--- src/rtl/rx_fifo.sv ---
// Receive FIFO: DEPTH x DATA_WIDTH circular buffer, first-word fall-through read port.
// Latency: a write into an empty FIFO shows on r_data right after its clock edge.
// Backpressure: writes while full and reads while empty are dropped; RX_FIFO_ERROR_FLAGS_EN adds sticky overflow/underflow.
module rx_fifo #(
    parameter int DEPTH      = 8,
    parameter int DATA_WIDTH = 8
) (
    input  logic                  clk,
    input  logic                  n_rst,
    input  logic                  w_enable,
    input  logic [DATA_WIDTH-1:0] w_data,
    input  logic                  r_enable,
    output logic [DATA_WIDTH-1:0] r_data,
    output logic                  empty,
`ifdef RX_FIFO_ERROR_FLAGS_EN
    output logic                  overflow,
    output logic                  underflow,
`endif
    output logic                  full
);

    localparam int PTR_W = $clog2(DEPTH);
    localparam int CNT_W = $clog2(DEPTH + 1);

    logic [DATA_WIDTH-1:0] mem [DEPTH];
    logic [PTR_W-1:0]      wr_ptr;
    logic [PTR_W-1:0]      rd_ptr;
    logic [CNT_W-1:0]      count;
    logic                  wr_acc;
    logic                  rd_acc;

    // Acceptance looks only at the registered flags, so a pop never frees room for a same-cycle push.
    assign wr_acc = w_enable && !full;
    assign rd_acc = r_enable && !empty;

    assign empty  = (count == '0);
    assign full   = (count == CNT_W'(DEPTH));
    assign r_data = empty ? '0 : mem[rd_ptr];

    always_ff @(posedge clk) begin
        if (n_rst) begin
            wr_ptr <= '0;
            rd_ptr <= '0;
            count  <= '0;
            for (int i = 0; i < DEPTH; i++) begin
                mem[i] <= '0;
            end
        end else begin
            if (wr_acc) begin
                mem[wr_ptr] <= w_data;
                wr_ptr      <= wr_ptr + PTR_W'(1);
            end
            if (rd_acc) begin
                rd_ptr <= rd_ptr + PTR_W'(1);
            end
            if (wr_acc && !rd_acc) begin
                count <= count + CNT_W'(1);
            end else if (rd_acc && !wr_acc) begin
                count <= count - CNT_W'(1);
            end
        end
    end

`ifdef RX_FIFO_ERROR_FLAGS_EN
    always_ff @(posedge clk) begin
        if (n_rst) begin
            overflow  <= 1'b0;
            underflow <= 1'b0;
        end else begin
            if (w_enable && full) begin
                overflow <= 1'b1;
            end
            if (r_enable && empty) begin
                underflow <= 1'b1;
            end
        end
    end
`endif

endmodule

--- config.mk ---
export PLATFORM = sky130hd
export DESIGN_NAME = rx_fifo
export DESIGN_NICKNAME = d
export VERILOG_FILES = /design/src/rtl/rx_fifo.sv
export SDC_FILE = /design/constraint.sdc
export NUM_CORES = 1
export LEC_CHECK = 0
export BUFFER_PORTS_ARGS = -buffer_cell sky130_fd_sc_hd__buf_2
export CAP_MARGIN = 10
export CORE_MARGIN = 1
export CORE_UTILIZATION = 60
export DETAILED_ROUTE_END_ITERATION = 8
export PLACE_DENSITY_LB_ADDON = 0.12
export SLEW_MARGIN = 10
export SYNTH_ARGS = -nofsm -noshare
export SYNTH_HDL_FRONTEND = slang
export SYNTH_SLANG_ARGS = --single-unit
--- constraint.sdc ---
create_clock -name clk -period 2.8 [get_ports clk]
set_input_delay 0.42 -clock clk [delete_from_list [all_inputs] [get_ports clk]]
set_output_delay 0.42 -clock clk [all_outputs]
set_load 0.05 [all_outputs]
==> metrics.yaml <==
cp.arrival_ps: 2930
route.antenna.remaining_nets: 0
setup_viol: 0
final.setup.worst_slack_ps: 95.53
yosysTopAreaCell: "edfxtp_1"
synth_cells: 252
layout.nets: 303
startpoint_type: "flip-flop"
antenna_cells: 0
hold_violations: 0
grt_pass1_vias: 2119
vias_per_cell: 5.666
tightest_slew_ps: 762.3
async_flop_share_pct: 0
drc_errors: 0
synthesis.nets: 270
htree_levels: 3
syn_area_um2: 3591
ir_worst_vdd_mv: 0.7114
die_w_um: 79.36
synth_edf_count: 64
synthTopCellsByArea: "edfxtp_1 54%, and2_1 11%, mux4_2 10%"
fin_skew_ps: 9.028
postCtsSetupRepairBufs: 0
post_drt_wl_per_cell_um: 18.76
yosysWarnings: 0
tns_ps: 0
start_util_pct: 63.65
cts_hold_buf: 0
fillers: 400
synth_ff_type: "edfxtp_1"
finalInstanceArea_um2: 4041
grt-ovfl-total: 0
cp_slowest_cell: "or4b_1"
r2r-end: "count[3]$_SDFFE_PP0P_"
wl_mm: 6.791
worst-path-max-fanout: 5
grt_max_degree: 19
pre_cts_slack_ps: 121.9
antenna_found_initial: 0
place_area_um2: 3835
max_freq_mhz: 369.8
layout-drive-gt1-share_pct: 25.52
fin_crit_sh_pct: 96.59
finalCriticalPeriod_ps: 2704
clkSinkCount: 77
clkTransAtPathRegs_ps: 80
whs_ps: 423.2
status: "complete, no violations"
cts_resized: 0
worstHoldStart: "w_enable"
die_h_um: 79.36
end_kind: "flip-flop"
area_delta_synth_final_pct: 12.54
grt_pass1_wl_mm: 10.84
r2r_slack_ps: 100
clk_path_buf_depth: 2
io_pins: 22
max_stage_delay_ps: 560
dp_hpwl_mm: 4.716
r2r_cells: 10
firstDrtPassIters: 4
r2r_start: "count[1]$_SDFFE_PP0P_"
dr.first_iter.drc_count: 189
leakage_nw: 1.543
drv_slew: 0
slew_headroom_pct: 48.75
hold_depth: 3
clock_latency_ps: 340
p_total_mw: 3.406
vias: 2051
power_density_nw_per_um2: 842.8
gp_congestion: 0.7790
hp-class: "primary input to flip-flop"
root_buffer: "clkbuf_8"
port_buffers: 21
cts-buffers-inserted: 9
die_area_um2: 6298
ys_types: 34
synth_seq_cells: 77
grt_use_total_pct: 24.89
core-area_um2: 5642
crit_path_cell_trace: "or4b_1, nand2_1, inv_1, ha_1, inv_1, ha_1, a21oi_1, a211oi_1, a31oi_1, mux2_2"
ys_seq_area_share_pct: 60.77
cts_tree: "yes"
min_to: "wr_ptr[1]$_SDFFE_PP0P_"
critPathKind: "flip-flop to flip-flop"
yosysTopAreaCellShare_pct: 53.52
rsz0062_at_grt: "no"
cap_violations: 0
crit_required_ps: 3030
num_rows: 27
syn_avg_cell_area_um2: 14.25
how the worst max path moves through the flow:
stage / from / cells past startpoint / endpoint
after floorplan: count[1]$_SDFFE_PP0P_ / 11 / count[3]$_SDFFE_PP0P_
after global placement: count[1]$_SDFFE_PP0P_ / 10 / count[3]$_SDFFE_PP0P_
after CTS: count[1]$_SDFFE_PP0P_ / 10 / count[3]$_SDFFE_PP0P_
final: count[1]$_SDFFE_PP0P_ / 10 / count[3]$_SDFFE_PP0P_
after global routing: count[1]$_SDFFE_PP0P_ / 10 / count[3]$_SDFFE_PP0P_
after detailed placement: count[1]$_SDFFE_PP0P_ / 10 / count[3]$_SDFFE_PP0P_
metal layers:
layer,track usage [%],vias up,routed length [µm]
li1,-,980,-
met1,30.84,1005,2707
met2,41.98,53,3531
met3,4.483,13,403
met4,12.55,0,148
met5,0,-,0
logic make-up (layout without fill, tap and decap cells):
| family | Yosys count | count (layout) | share of synthesized area (%) |
|---|---|---|---|
| flops | 77 | 77 | 60.77 |
| buf+inv | 16 | 54 | 1.951 |
| mux | 27 | 27 | 13.14 |
| fa+ha+maj | 6 | 6 | 2.300 |
| simple gates | 109 | 109 | 18.71 |
| xor+xnor | 5 | 5 | 1.219 |
| compound gates | 12 | 12 | 1.916 |
critical path, delay by kind of cell (launching register included):
kind | cells | cell delay (ps)
mux | 1 | 350
buf+inv | 2 | 200
simple gates | 2 | 690
flops | 1 | 370
fa+ha+maj | 2 | 490
compound gates | 3 | 490
placed cells by master (no fill, tap or decap), drive strengths merged, types with 3 or more instances in the layout:
cell type  Yosys  final
mux4          16     16
o21ai          4      4
buf            7     34
nand3          5      5
xor2           4      4
nand2          4      4
nor4           3      3
nor2          21     21
a21oi          4      4
ha             5      5
dfxtp         13     13
and2          64     64
mux2i         10     10
edfxtp        64     64
inv            4      5
nor3           4      4
clkbuf         5     14
power by group:
| part | switching, mW | internal (mW) | total, mW | leakage [nW] |
|---|---|---|---|---|
| registers | 0.0695 | 1.36 | 1.43 | 0.772 |
| logic | 0.698 | 0.439 | 1.14 | 0.663 |
| clock network | 0.384 | 0.455 | 0.839 | 0.107 |
Yosys cell counts (4+ instances only):
cell type / count
xor2_1: 4
nor2_1: 21
mux4_2: 16
ha_1: 5
nor3_2: 4
edfxtp_1: 64
o21ai_0: 4
nand2_1: 4
and2_1: 64
inv_1: 4
clkbuf_1: 4
a21oi_1: 4
mux2i_1: 10
nand3_1: 4
dfxtp_1: 13
buf_2: 4
flip-flops by register name (all words and copies together) (netlist names), named ones only:
signal / flops
count: 4
mem: 64
rd_ptr: 3
wr_ptr: 3
cell type report:
cell class / count / area, µm² / area share (%)
clock buffers: 14 / 195.2 / 4.830
multi-input cells: 159 / 1345 / 33.28
flip-flops and latches: 77 / 2182 / 53.99
repair buffers: 34 / 202.7 / 5.015
clock inverters: 2 / 11.26 / 0.2786
well taps: 72 / 90.09 / 2.229
inverters: 4 / 15.01 / 0.3715
per-stage QoR:
stage,utilization [%],std cells
finish,71.63,362
global route,71.63,362
CTS,71.63,362
detailed placement,67.98,346
global placement,67.98,346
floorplan,-,252
Power figures use the tool's default switching activity.
